===== src/rtl/serial_tmr_adder.sv =====
// rtl/serial_tmr_adder.sv - bit-serial adder with three voted full-adder copies and fault flagging
// Operands shift in LSB-first; a shared carry register is fed from the voted carry.

module full_adder (
    input  logic a,
    input  logic b,
    input  logic ci,
    output logic s,
    output logic co
);
    assign s  = a ^ b ^ ci;
    assign co = (a & b) | (ci & (a ^ b));
endmodule

module serial_tmr_adder #(
    parameter int WIDTH = 8,
    parameter int CNT_W = 4
) (
    input  logic             clk,
    input  logic             rst,
    input  logic             start,
    input  logic [WIDTH-1:0] a,
    input  logic [WIDTH-1:0] b,
    input  logic             cin,
    input  logic [2:0]       fi,
    output logic             busy,
    output logic             done,
    output logic [WIDTH-1:0] sum,
    output logic             cout,
    output logic             fault,
    output logic [CNT_W-1:0] fault_cnt
);
    localparam int BW = $clog2(WIDTH);

    typedef enum logic [1:0] {
        S_IDLE,
        S_RUN,
        S_DONE
    } state_t;

    state_t           state;
    state_t           state_nxt;
    logic [BW-1:0]    bit_cnt;
    logic [WIDTH-1:0] a_sh;
    logic [WIDTH-1:0] b_sh;
    logic             carry_q;
    logic [2:0]       s_raw;
    logic [2:0]       c_raw;
    logic [2:0]       s_cp;
    logic [2:0]       c_cp;
    logic             s_vote;
    logic             c_vote;
    logic             disagree;
    logic             last_bit;
    logic             accept;

    function automatic logic maj3(input logic [2:0] v);
        return (v[0] & v[1]) | (v[0] & v[2]) | (v[1] & v[2]);
    endfunction

    for (genvar j = 0; j < 3; j++) begin : g_copy
        full_adder u_fa (
            .a  (a_sh[0]),
            .b  (b_sh[0]),
            .ci (carry_q),
            .s  (s_raw[j]),
            .co (c_raw[j])
        );
    end

    // Injected faults corrupt both outputs of a copy so voting sees a whole bad cell.
    assign s_cp     = s_raw ^ fi;
    assign c_cp     = c_raw ^ fi;
    assign s_vote   = maj3(s_cp);
    assign c_vote   = maj3(c_cp);
    assign disagree = ((s_cp != 3'b000) && (s_cp != 3'b111)) ||
                      ((c_cp != 3'b000) && (c_cp != 3'b111));
    assign last_bit = (bit_cnt == BW'(WIDTH - 1));
    assign accept   = (state == S_IDLE) && start;

    always_ff @(posedge clk or posedge rst) begin
        if (rst) begin
            state <= S_IDLE;
        end else begin
            state <= state_nxt;
        end
    end

    always_comb begin
        state_nxt = state;
        busy      = 1'b0;
        done      = 1'b0;
        case (state)
            S_IDLE: begin
                if (start) begin
                    state_nxt = S_RUN;
                end
            end
            S_RUN: begin
                busy = 1'b1;
                if (last_bit) begin
                    state_nxt = S_DONE;
                end
            end
            S_DONE: begin
                busy      = 1'b1;
                done      = 1'b1;
                state_nxt = S_IDLE;
            end
            default: begin
                state_nxt = S_IDLE;
            end
        endcase
    end

    always_ff @(posedge clk or posedge rst) begin
        if (rst) begin
            a_sh      <= '0;
            b_sh      <= '0;
            carry_q   <= 1'b0;
            bit_cnt   <= '0;
            sum       <= '0;
            cout      <= 1'b0;
            fault     <= 1'b0;
            fault_cnt <= '0;
        end else if (accept) begin
            a_sh      <= a;
            b_sh      <= b;
            carry_q   <= cin;
            bit_cnt   <= '0;
            sum       <= '0;
            cout      <= 1'b0;
            fault     <= 1'b0;
            fault_cnt <= '0;
        end else if (state == S_RUN) begin
            a_sh    <= a_sh >> 1;
            b_sh    <= b_sh >> 1;
            carry_q <= c_vote;
            bit_cnt <= bit_cnt + 1'b1;
            sum     <= {s_vote, sum[WIDTH-1:1]};
            if (disagree) begin
                fault <= 1'b1;
                if (fault_cnt != '1) begin
                    fault_cnt <= fault_cnt + 1'b1;
                end
            end
            if (last_bit) begin
                cout <= c_vote;
            end
        end
    end
endmodule

===== config.mk =====
export PLATFORM = sky130hd
export DESIGN_NAME = serial_tmr_adder
export DESIGN_NICKNAME = d
export VERILOG_FILES = /design/src/rtl/serial_tmr_adder.sv
export SDC_FILE = /design/constraint.sdc
export NUM_CORES = 1
export LEC_CHECK = 0
export BUFFER_PORTS_ARGS = -buffer_cell sky130_fd_sc_hd__buf_2
export CAP_MARGIN = 25
export CORE_ASPECT_RATIO = 0.5
export CORE_UTILIZATION = 38
export DETAILED_ROUTE_END_ITERATION = 7
export SLEW_MARGIN = 40
export SYNTH_ARGS = -nofsm -noshare
export SYNTH_HDL_FRONTEND = slang
export SYNTH_HIERARCHICAL = 1
export SYNTH_SLANG_ARGS = --single-unit

===== constraint.sdc =====
create_clock -name clk -period 2.5 [get_ports clk]
set_input_delay 0.125 -clock clk [delete_from_list [all_inputs] [get_ports clk]]
set_output_delay 0.125 -clock clk [all_outputs]
set_load 0.05 [all_outputs]

==> results of run 1 <==
-- worst max-delay path: cells and delay by family (launching register included) --
family,cells,cell delay [ns]
compound gates,4,0.88
fa+ha+maj,1,0.52
flops,1,0.46
xor+xnor,1,0.26
-- worst paths after layout --
path,startpoint,to,slack [ns]
min,b[4],b_sh[4],0.04
min in group asynchronous,rst,sum[3],0.47
max,a_sh[0],fault_cnt[1],0.26
max reg2reg,a_sh[0],fault_cnt[1],0.26
min reg2reg,fault,fault,0.50
max in group asynchronous,rst,a_sh[5],1.42
-- stage by stage --
step	hold WS, ns	instances	area (um^2)	utilization [%]
detailed placement	0.2737	277	2157	47.17
global placement	0.2697	277	2157	47.17
finish	0.03586	286	2278	49.82
CTS	0.03157	286	2278	49.82
floorplan	0.2418	177	1882	-
global route	0.03135	286	2278	49.82
-- sequential cells by signal, summed over array words and instances, names as in the netlist --
signal and cells:
bit_cnt 3, fault_cnt 4, state 2, sum 8, a_sh 8, fault 1, carry_q 1, cout 1
b_sh 8
-- power by group through the flow --
| stage | registers, mW | logic (mW) | clock network [mW] |
|---|---|---|---|
| 2_1_floorplan | 1.18 | 1.25 | 0 |
| 3_3_place_gp | 1.00 | 1.73 | 0 |
| 3_5_place_dp | 1.01 | 1.79 | 0 |
| 4_1_cts | 1.00 | 1.80 | 0.522 |
| 5_1_grt | 1.04 | 1.95 | 0.547 |
| 6_report | 1.00 | 1.78 | 0.509 |
-- cells by family (layout without fill, tap and decap cells) --
| family | after synthesis | count (layout) | share of synthesized area (%) |
|---|---|---|---|
| adders and majority gates | 12 | 12 | 9.043 |
| DFF | 36 | 36 | 47.87 |
| xor gates and xnor gates | 8 | 8 | 3.724 |
| muxes | 27 | 27 | 14.49 |
| buffers and inverters | 15 | 58 | 3.457 |
| AOI/OAI and AO/OA | 34 | 34 | 11.70 |
| and+or+nand+nor | 45 | 45 | 9.707 |
-- Yosys cell counts (all sizes together) --
cell type,count
a21o,2
a21oi,5
a31o,1
a41o,2
a41oi,1
and2,1
buf,4
clkbuf,5
dfrtp,36
fa,3
ha,8
inv,6
maj3,1
mux2,2
mux2i,25
nand2,26
nand3,2
nand4,1
nor2,15
o21a,1
o21ai,20
o21ba,1
o22ai,1
xnor2,6
xor2,2
-- per-layer routing --
metal  vias up  GRT usage [%]  routed length [um]
met5         -              0                   0
met2        21          22.18                1533
li1        688              -                   -
met4         0          5.797                  38
met1       675          20.48                1841
met3         4          4.570                 125
-- timing repair --
action                                 4_1_cts  5_1_grt
hold buffers                                 1        0
setup endpoints to repair                    0        0
endpoints found under the hold margin       17        0
-- layout make-up --
cell class	count	area share, %
clock buffers	5	3.020
clock inverters	3	1.867
inverters	6	1.208
multi-input cells	126	40.31
flip-flops and latches	36	39.54
well taps	66	3.624
repair buffers	44	10.43
==> metrics.md, run 1 <==
| Metric | Value |
|---|---|
| Status | completed |
| Drt drc | 0 |
| Crit Path Class | reg2reg |
| #FFs+latches synth | 36 |
| H-Tree Depth | 2 |
| Die ar. | roughly 5300 um^2 |
| Sw Share | between 40% and 50% |
| Final Cycle Share | 89.43% |
| Max Cap Viol | 0 |
| Initial antenna violation count | 0 |
| Multi-input gate area | ~900 um^2 |
| Fin worst setup slack | about 0.26 ns |
| Crit start category | flop |
| Worst Path Arrival | around 2.4 ns |
| Worst clock skew | between 0.005 and 0.006 ns |
| Die Y-Extent | between 50 and 60 um |
| Final setup fails | 0 |
| Cell area after synthesis | 1882 um^2 |
| Crit Path Max Fanout | 8 |
| Io pins | 39 |
| Resized cells post-CTS | 0 |
| Fin Setup TNS | 0 ns |
| Grt ovf | 0 |
| Area contributors post-synth | dfrtp_1 (48%), mux2i_1 (13%), ha_1 (5.3%) |
| Layout area overhead | 21.08% |
| Die extent in x | 101.5 um |
| CP endpoint kind | flop |
| Filler cells | 453 |
| Warnings, synthesis | 6 |
| Clock latency on the worst-skew pair | around 0.29 ns |
| Path type of the worst min-delay path | in2reg |
| Final Max Tran Viols | 0 |
| Via count | between 1000 and 1500 |
| Layout net count | between 200 and 300 |
| Pwr Density | between 1000 and 1500 nW/um^2 |
| Syn Inst Count | 177 |
| TritonCTS Buffers | 5 |
| Final hold vios | 0 |
| ANT cells | 0 |
| Syn_area_per_cell | between 10 and 15 um^2 |
| First-pass GRT wire length | ~5.7 mm |
| Clk buf depth | 2 |
| Slowest stage delay, CP | between 0.5 and 0.6 ns |
| Sequential Area | about 900 um^2 |
| Largest net degree at the start of global routing | 34 |
| Clock share of power | between 10% and 20% |
| Netlist cell types | 28 |
| Final GP Congestion | slightly above 0.7 |
| Power consumption | roughly 3.3 mW |
| Reg clk slew, reported paths | 0.07 ns |
| Comb pwr share | 54.1% |
| PortBufs | 38 |
| Tightest Pin Transition | between 0.6 and 0.7 ns |
| Syn_nets | ~210 |
| Slowest-stage cell, CP | fa_1 |
| WL per Instance | roughly 12 um |
| Total track usage | between 10 and 15% |
| Leak | 1.130 nW |
| Worst Reg-to-Reg Cells | 6 |
| Cell accounting for the most synthesized area | dfrtp_1 |
| DRT iter0 DRCs | 47 |
| Postcts setup bufs | 0 |
| CTS tree | built |
| Max frequency | about 0.45 GHz |
| Num rows | 17 |
| Register area share after synthesis | between 40% and 50% |
| Worst endpoint required time | between 2 and 3 ns |
| RSZ-0062 raised after global routing | false |
| CP Cell Sequence | fa_1 -> xnor2_1 -> o21ai_1 -> a41oi_4 -> a21oi_1 -> a41o_1 |
| Starting Density | between 40% and 50% |
| Int Power | 1.797 mW |
| Share of the synthesized area in the top cell type | between 40% and 50% |
| Vias in the first global route | 1242 |
| Peak VDD IR | about 440 uV |
| Drt pass-1 iters | 4 |
| P_sw | between 1 and 1.5 mW |
| Min Tclk post-route | 2.236 ns |
| Clk root buf | clkbuf_8 |
| Share of cells above drive strength 1 | 25.00% |
| Vias per Instance | between 4 and 5 |
| Seq pwr share | 30.4% |
| DP HPWL | approximately 2.6 mm |
| Leading cell type in the layout, fill and taps excluded | buf_2 |
| WL final | 3.539 mm |
| Place WS | around 0.28 ns |
| Clock Sinks | 36 |
| Final ANT Viol Nets | 0 |
| Core area | 4573 um^2 |
| Hold Path Stages | 3 |
| Most frequent cells in the layout | buf_2 (38), dfrtp_1 (36), nand2_1 (26) |
| Rel. slew slack | between 50% and 60% |
No activity file was read; power rests on OpenSTA's default activity.
==> run 2: changes to the inputs <==
Settings changed: REMOVE_ABC_BUFFERS set to 1.
==> metrics.md, run 2 (synthesized netlist as in run 1, its figures left out) <==
| Metric | Value |
|---|---|
| Multi-input gate area | 918.4 um^2 |
| Starting Density | 41.15% |
| DP HPWL | between 2 and 3 mm |
| Fin worst setup slack | roughly 0.25 ns |
| First-pass GRT wire length | about 5.9 mm |
| Via count | between 1000 and 1500 |
| RSZ-0062 raised after global routing | false |
| CP endpoint kind | flop |
| Post-CTS Hold Fix Bufs | 1 |
| Final GP Congestion | ~0.69 |
| Final hold vios | 0 |
| Num rows | 17 |
| Layout net count | around 250 |
| Rel. slew slack | a little over two thirds |
| CTS tree | built |
| Die extent in x | between 100 and 150 um |
| Vias in the first global route | around 1300 |
| Die Y-Extent | just over 50 um |
| Placed inst area | ~2100 um^2 |
| Die ar. | between 5000 and 6000 um^2 |
| Clock latency on the worst-skew pair | just under 0.3 ns |
| Min Tclk post-route | 2.248 ns |
| Reg2reg start | a_sh[0] |
| TritonCTS Buffers | 5 |
| Crit path capture | fault_cnt[1] |
| WL per Instance | roughly 12 um |
| Worst clock skew | 0.004101 ns |
| Leak | ~1.1 nW |
| Worst Reg-to-Reg Cells | 6 |
| Clock Sinks | 36 |
| WL final | about 3.5 mm |
| Final setup fails | 0 |
| H-Tree Depth | 2 |
| Final Cycle Share | 89.91% |
| Final Max Tran Viols | 0 |
| Worst R2R Setup Slack | 0.25 ns |
| Resized cells post-CTS | 0 |
| Peak VDD IR | roughly 470 uV |
| Vias per Instance | between 4 and 5 |
| Worst Path Arrival | between 2 and 2.5 ns |
| Layout area overhead | 19.75% |
| Crit Path Max Fanout | 8 |
| Clk buf depth | 2 |
| Fin area | between 2000 and 2500 um^2 |
| Filler cells | 428 |
| Fin util | around half |
| Status | completed |
| Crit Path Class | reg2reg |
| Max Cap Viol | 0 |
| Tightest Pin Transition | approximately 0.46 ns |
| Reg clk slew, reported paths | 0.07 ns |
| Pwr Density | about 1400 nW/um^2 |
| Core area | approximately 4600 um^2 |
| Fin Setup TNS | 0 ns |
| Crit start category | flop |
| Max frequency | about 0.44 GHz |
| Hold Path Stages | 3 |
| Critical Path Source | a_sh[0] |
| Largest net degree at the start of global routing | 50 |
| DRT iter0 DRCs | 57 |
| Worst endpoint required time | between 2 and 3 ns |
| Clk root buf | clkbuf_8 |
| Leading cell type in the layout, fill and taps excluded | buf_2 |
| Initial antenna violation count | 0 |
| PortBufs | 38 |
| Final ANT Viol Nets | 0 |
| Drt pass-1 iters | 4 |
| Place WS | about 0.27 ns |
| Most frequent cells in the layout | buf_2 (38), dfrtp_1 (36), nand2_1 (26) |
| Io pins | 39 |
| Drt drc | 0 |
| Sequential Area | 900.9 um^2 |
| Grt ovf | 0 |
| Path type of the worst min-delay path | in2reg |
| Share of cells above drive strength 1 | 24.66% |
| Reg-to-Reg End | fault_cnt[1] |
| ANT cells | 0 |
| Postcts setup bufs | 0 |
| Total track usage | about 15% |
| Regs by FF count | a_sh (8), b_sh (8), sum (8) |
-- run 2: cell count changes in the layout (fill, tap and decap cells not counted), sizes merged --
cell	previous run	this run
buf	43	42
bufinv	1	0
clkbuf	5	7
clkinv	1	0
-- run 2: report_power, final --
part	total (mW)	switching [mW]	internal [mW]
sequential	0.999	0.179	0.820
clock	0.437	0.213	0.224
combinational	1.75	1.08	0.676
-- run 2: how the worst min path moves through the flow --
stage | start | end | slack, ns
after floorplan | a[5] | a_sh[5] | 0.24
after global placement | rst | sum[4] | 0.30
after detailed placement | rst | sum[5] | 0.30
after CTS | b[5] | b_sh[5] | 0.02
after global routing | b[5] | b_sh[5] | 0.03
final | b[5] | b_sh[5] | 0.03
-- run 2: final cells by class --
class | instances | area share [%]
Inverter | 6 | 1.222
Clock inverter | 1 | 0.3331
Sequential cell | 36 | 39.98
Tap cell | 66 | 3.665
Clock buffer | 7 | 3.831
Multi-Input combinational cell | 126 | 40.76
Timing Repair Buffer | 43 | 10.22
-- run 2: through the flow --
step | std cells | hold slack [ns] | total power [mW]
after floorplan | 168 | 0.2418 | 2.420
after global placement | 276 | 0.2958 | 2.702
after detailed placement | 276 | 0.3024 | 2.776
after CTS | 285 | 0.01761 | 3.229
after global routing | 285 | 0.02783 | 3.444
final | 285 | 0.02598 | 3.190
-- run 2: critical path, stage by stage (launching register included) --
cell     delay [ns]
dfrtp_1        0.47
fa_1           0.52
xnor2_1        0.31
o21ai_1        0.14
a41oi_4        0.37
a21oi_1        0.12
a41o_1         0.21
-- run 2: per-layer routing --
metal  vias up  part of all wire [%]  track usage, %
met3         7                   3.5           3.763
met1       631                    49           18.95
met2        27                    46           24.66
met5         -                     0               0
li1        684                     -               -
met4         0                   1.9           8.696
==> run 3: changes to the inputs <==
Settings changed: SLEW_MARGIN 40 to 30, SYNTH_HIERARCHICAL 1 to not set.
Clock period 2.5 ns to 2.9 ns, I/O delays scaled along.
==> metrics.md, run 3 <==
| Metric | Value |
|---|---|
| Largest net degree at the start of global routing | between 50 and 60 |
| Max Cap Viol | 0 |
| Hold slack | 0.05379 ns |
| Grt ovf | 0 |
| Warnings, synthesis | 0 |
| Clk root buf | clkbuf_8 |
| Syn_area_per_cell | ~11 um^2 |
| Cell with the most instances after synthesis | dfrtp_1 |
| Num rows | 16 |
| Clock share of power | between 10% and 20% |
| Cell accounting for the most synthesized area | dfrtp_1 |
| Vias per Instance | approximately 4.8 |
| Asr flop ratio synth | 100.0% |
| Worst endpoint required time | ~3.1 ns |
| EDFF count, synth | 0 |
| Reg clk slew, reported paths | around 0.080 ns |
| Final setup fails | 0 |
| Clock Sinks | 36 |
| ANT cells | 0 |
| Leak | 1.044 nW |
| Fin Setup TNS | 0 ns |
| Core area | 4144 um^2 |
| Crit Path Max Fanout | 28 |
| Min Tclk post-route | ~1.9 ns |
| Final ANT Viol Nets | 0 |
| WL per Instance | 12.28 um |
| Final GP Congestion | around 0.79 |
| Cell area after synthesis | roughly 1700 um^2 |
| Total track usage | roughly 15% |
| Io pins | 39 |
| Postcts setup bufs | 0 |
| DP HPWL | 2.107 mm |
| Drt pass-1 iters | 7 |
| TritonCTS Buffers | 5 |
| Crit start category | flop |
| Worst Path Arrival | around 2.1 ns |
| Starting Density | 42.06% |
| Share of cells above drive strength 1 | roughly 25% |
| Die extent in x | a little under 100 um |
| PortBufs | 38 |
| Final Max Tran Viols | 0 |
| Area contributors post-synth | dfrtp_1 (52%), mux2i_1 (13%), o21ai_0 (5.2%) |
| Layout net count | about 230 |
| Tightest Pin Transition | roughly 0.71 ns |
| Netlist cell types | 28 |
| First-pass GRT wire length | ~5.5 mm |
| Layout area overhead | 20.03% |
| RSZ-0062 raised after global routing | false |
| Path type of the worst min-delay path | in2reg |
| Comb pwr share | 43.8% |
| Leading cell type in the layout, fill and taps excluded | buf_2 |
| Int Power | ~1.3 mW |
| P_sw | ~900 uW |
| Clk buf depth | 2 |
| CTS tree | built |
| WL final | 3.167 mm |
| Max frequency | 0.5222 GHz |
| Sw Share | approximately two fifths |
| DRT iter0 DRCs | 31 |
| Status | complete, but fails checks |
| Worst clock skew | around 0.0056 ns |
| Drt drc | 4 |
| Most frequent cells in the layout | buf_2 (38), dfrtp_1 (36), mux2i_1 (23) |
| #FFs+latches synth | 36 |
| Final Cycle Share | approximately 66% |
| Vias in the first global route | between 1000 and 1500 |
| Clock latency on the worst-skew pair | between 0.2 and 0.3 ns |
| Resized cells post-CTS | 0 |
| Commonest cells in the netlist | dfrtp_1 (36), mux2i_1 (23), nand2_1 (19) |
| Failing checks | design-rule violations |
| Regs by FF count | a_sh (8), b_sh (8), sum (8) |
| Share of the synthesized area in the top cell type | 51.69% |
| Final hold vios | 0 |
| Pwr Density | 1068 nW/um^2 |
| Top_reg_cell synth | dfrtp_1 |
| Filler cells | just under 400 |
| Sequential Area | 900.9 um^2 |
| Crit Path Class | reg2reg |
| Multi-input gate area | slightly below 800 um^2 |
| Die ar. | roughly 5000 um^2 |
| Register area share after synthesis | between 50% and 60% |
| H-Tree Depth | 2 |
| Peak VDD IR | about 350 uV |
| Rel. slew slack | 52.44% |
| Seq pwr share | between 30% and 40% |
| CP endpoint kind | flop |
| Initial antenna violation count | 0 |
| Syn Inst Count | 165 |
| Die Y-Extent | between 40 and 50 um |
| Via count | roughly 1300 |
-- run 3: worst paths after layout --
check | start | end | slack [ns] | depth (start not counted)
max | state[1] | fault_cnt[3] | 0.98 | 5
min | a[4] | a_sh[4] | 0.05 | 3
max reg2reg | state[1] | fault_cnt[3] | 0.98 | 5
min reg2reg | fault | fault | 0.51 | 2
max in group asynchronous | rst | fault_cnt[2] | 2.07 | 4
min in group asynchronous | rst | b_sh[5] | 0.51 | 4
-- run 3: area by class of cell --
class	count	area share [%]
Multi-Input combinational cell	113	36.84
Inverter	5	0.8971
Clock buffer	5	3.289
Clock inverter	3	2.033
Timing Repair Buffer	42	10.65
Sequential cell	36	43.06
Tap cell	54	3.230
-- run 3: power groups by stage --
| stage | clock network (mW) | logic [mW] | registers (mW) |
|---|---|---|---|
| finish | 0.439 | 0.978 | 0.817 |
| global route | 0.475 | 1.09 | 0.839 |
| CTS | 0.450 | 0.992 | 0.819 |
| detailed placement | 0 | 0.988 | 0.826 |
| global placement | 0 | 0.967 | 0.821 |
| floorplan | 0 | 0.628 | 0.973 |
-- run 3: cell families after synthesis --
family                   share of synthesized area (%)
AND/OR/NAND/NOR                                  11.92
flip-flops                                       51.69
multiplexers                                     13.21
XOR/XNOR                                         2.010
adder cells (fa/ha/maj)                          6.748
AO/OA/AOI/OAI                                    10.19
buffers and inverters                            4.235
-- run 3: through the flow --
stage | cell area [um^2] | cells | util, % | total power [mW] | setup slack (ns)
floorplan | 1688 | 154 | - | 1.601 | 0.5393
global placement | 1971 | 249 | 47.55 | 1.788 | 1.039
detailed placement | 1971 | 249 | 47.55 | 1.814 | 1.002
CTS | 2092 | 258 | 50.48 | 2.261 | 0.9836
global route | 2092 | 258 | 50.48 | 2.407 | 0.8127
finish | 2092 | 258 | 50.48 | 2.234 | 0.9850
-- run 3: what timing repair did --
item,in CTS,in global routing
setup endpoints to repair,0,0
hold endpoints to repair,36,0
hold buffers,1,0
-- run 3: critical path: stages, from the launching register on --
cell and delay, ns:
dfrtp_1 0.39, inv_1 0.11, ha_2 0.67, and3_4 0.37, a41oi_2 0.11, nor2b_1 0.15
-- run 3: per-layer routing --
metal  routed length, um  share of wire, %  GRT usage, %
met4                  51               1.6         6.061
met5                   0                 0             0
met1                1584                50         18.50
met3                 122               3.9         4.397
met2                1408                44         23.40
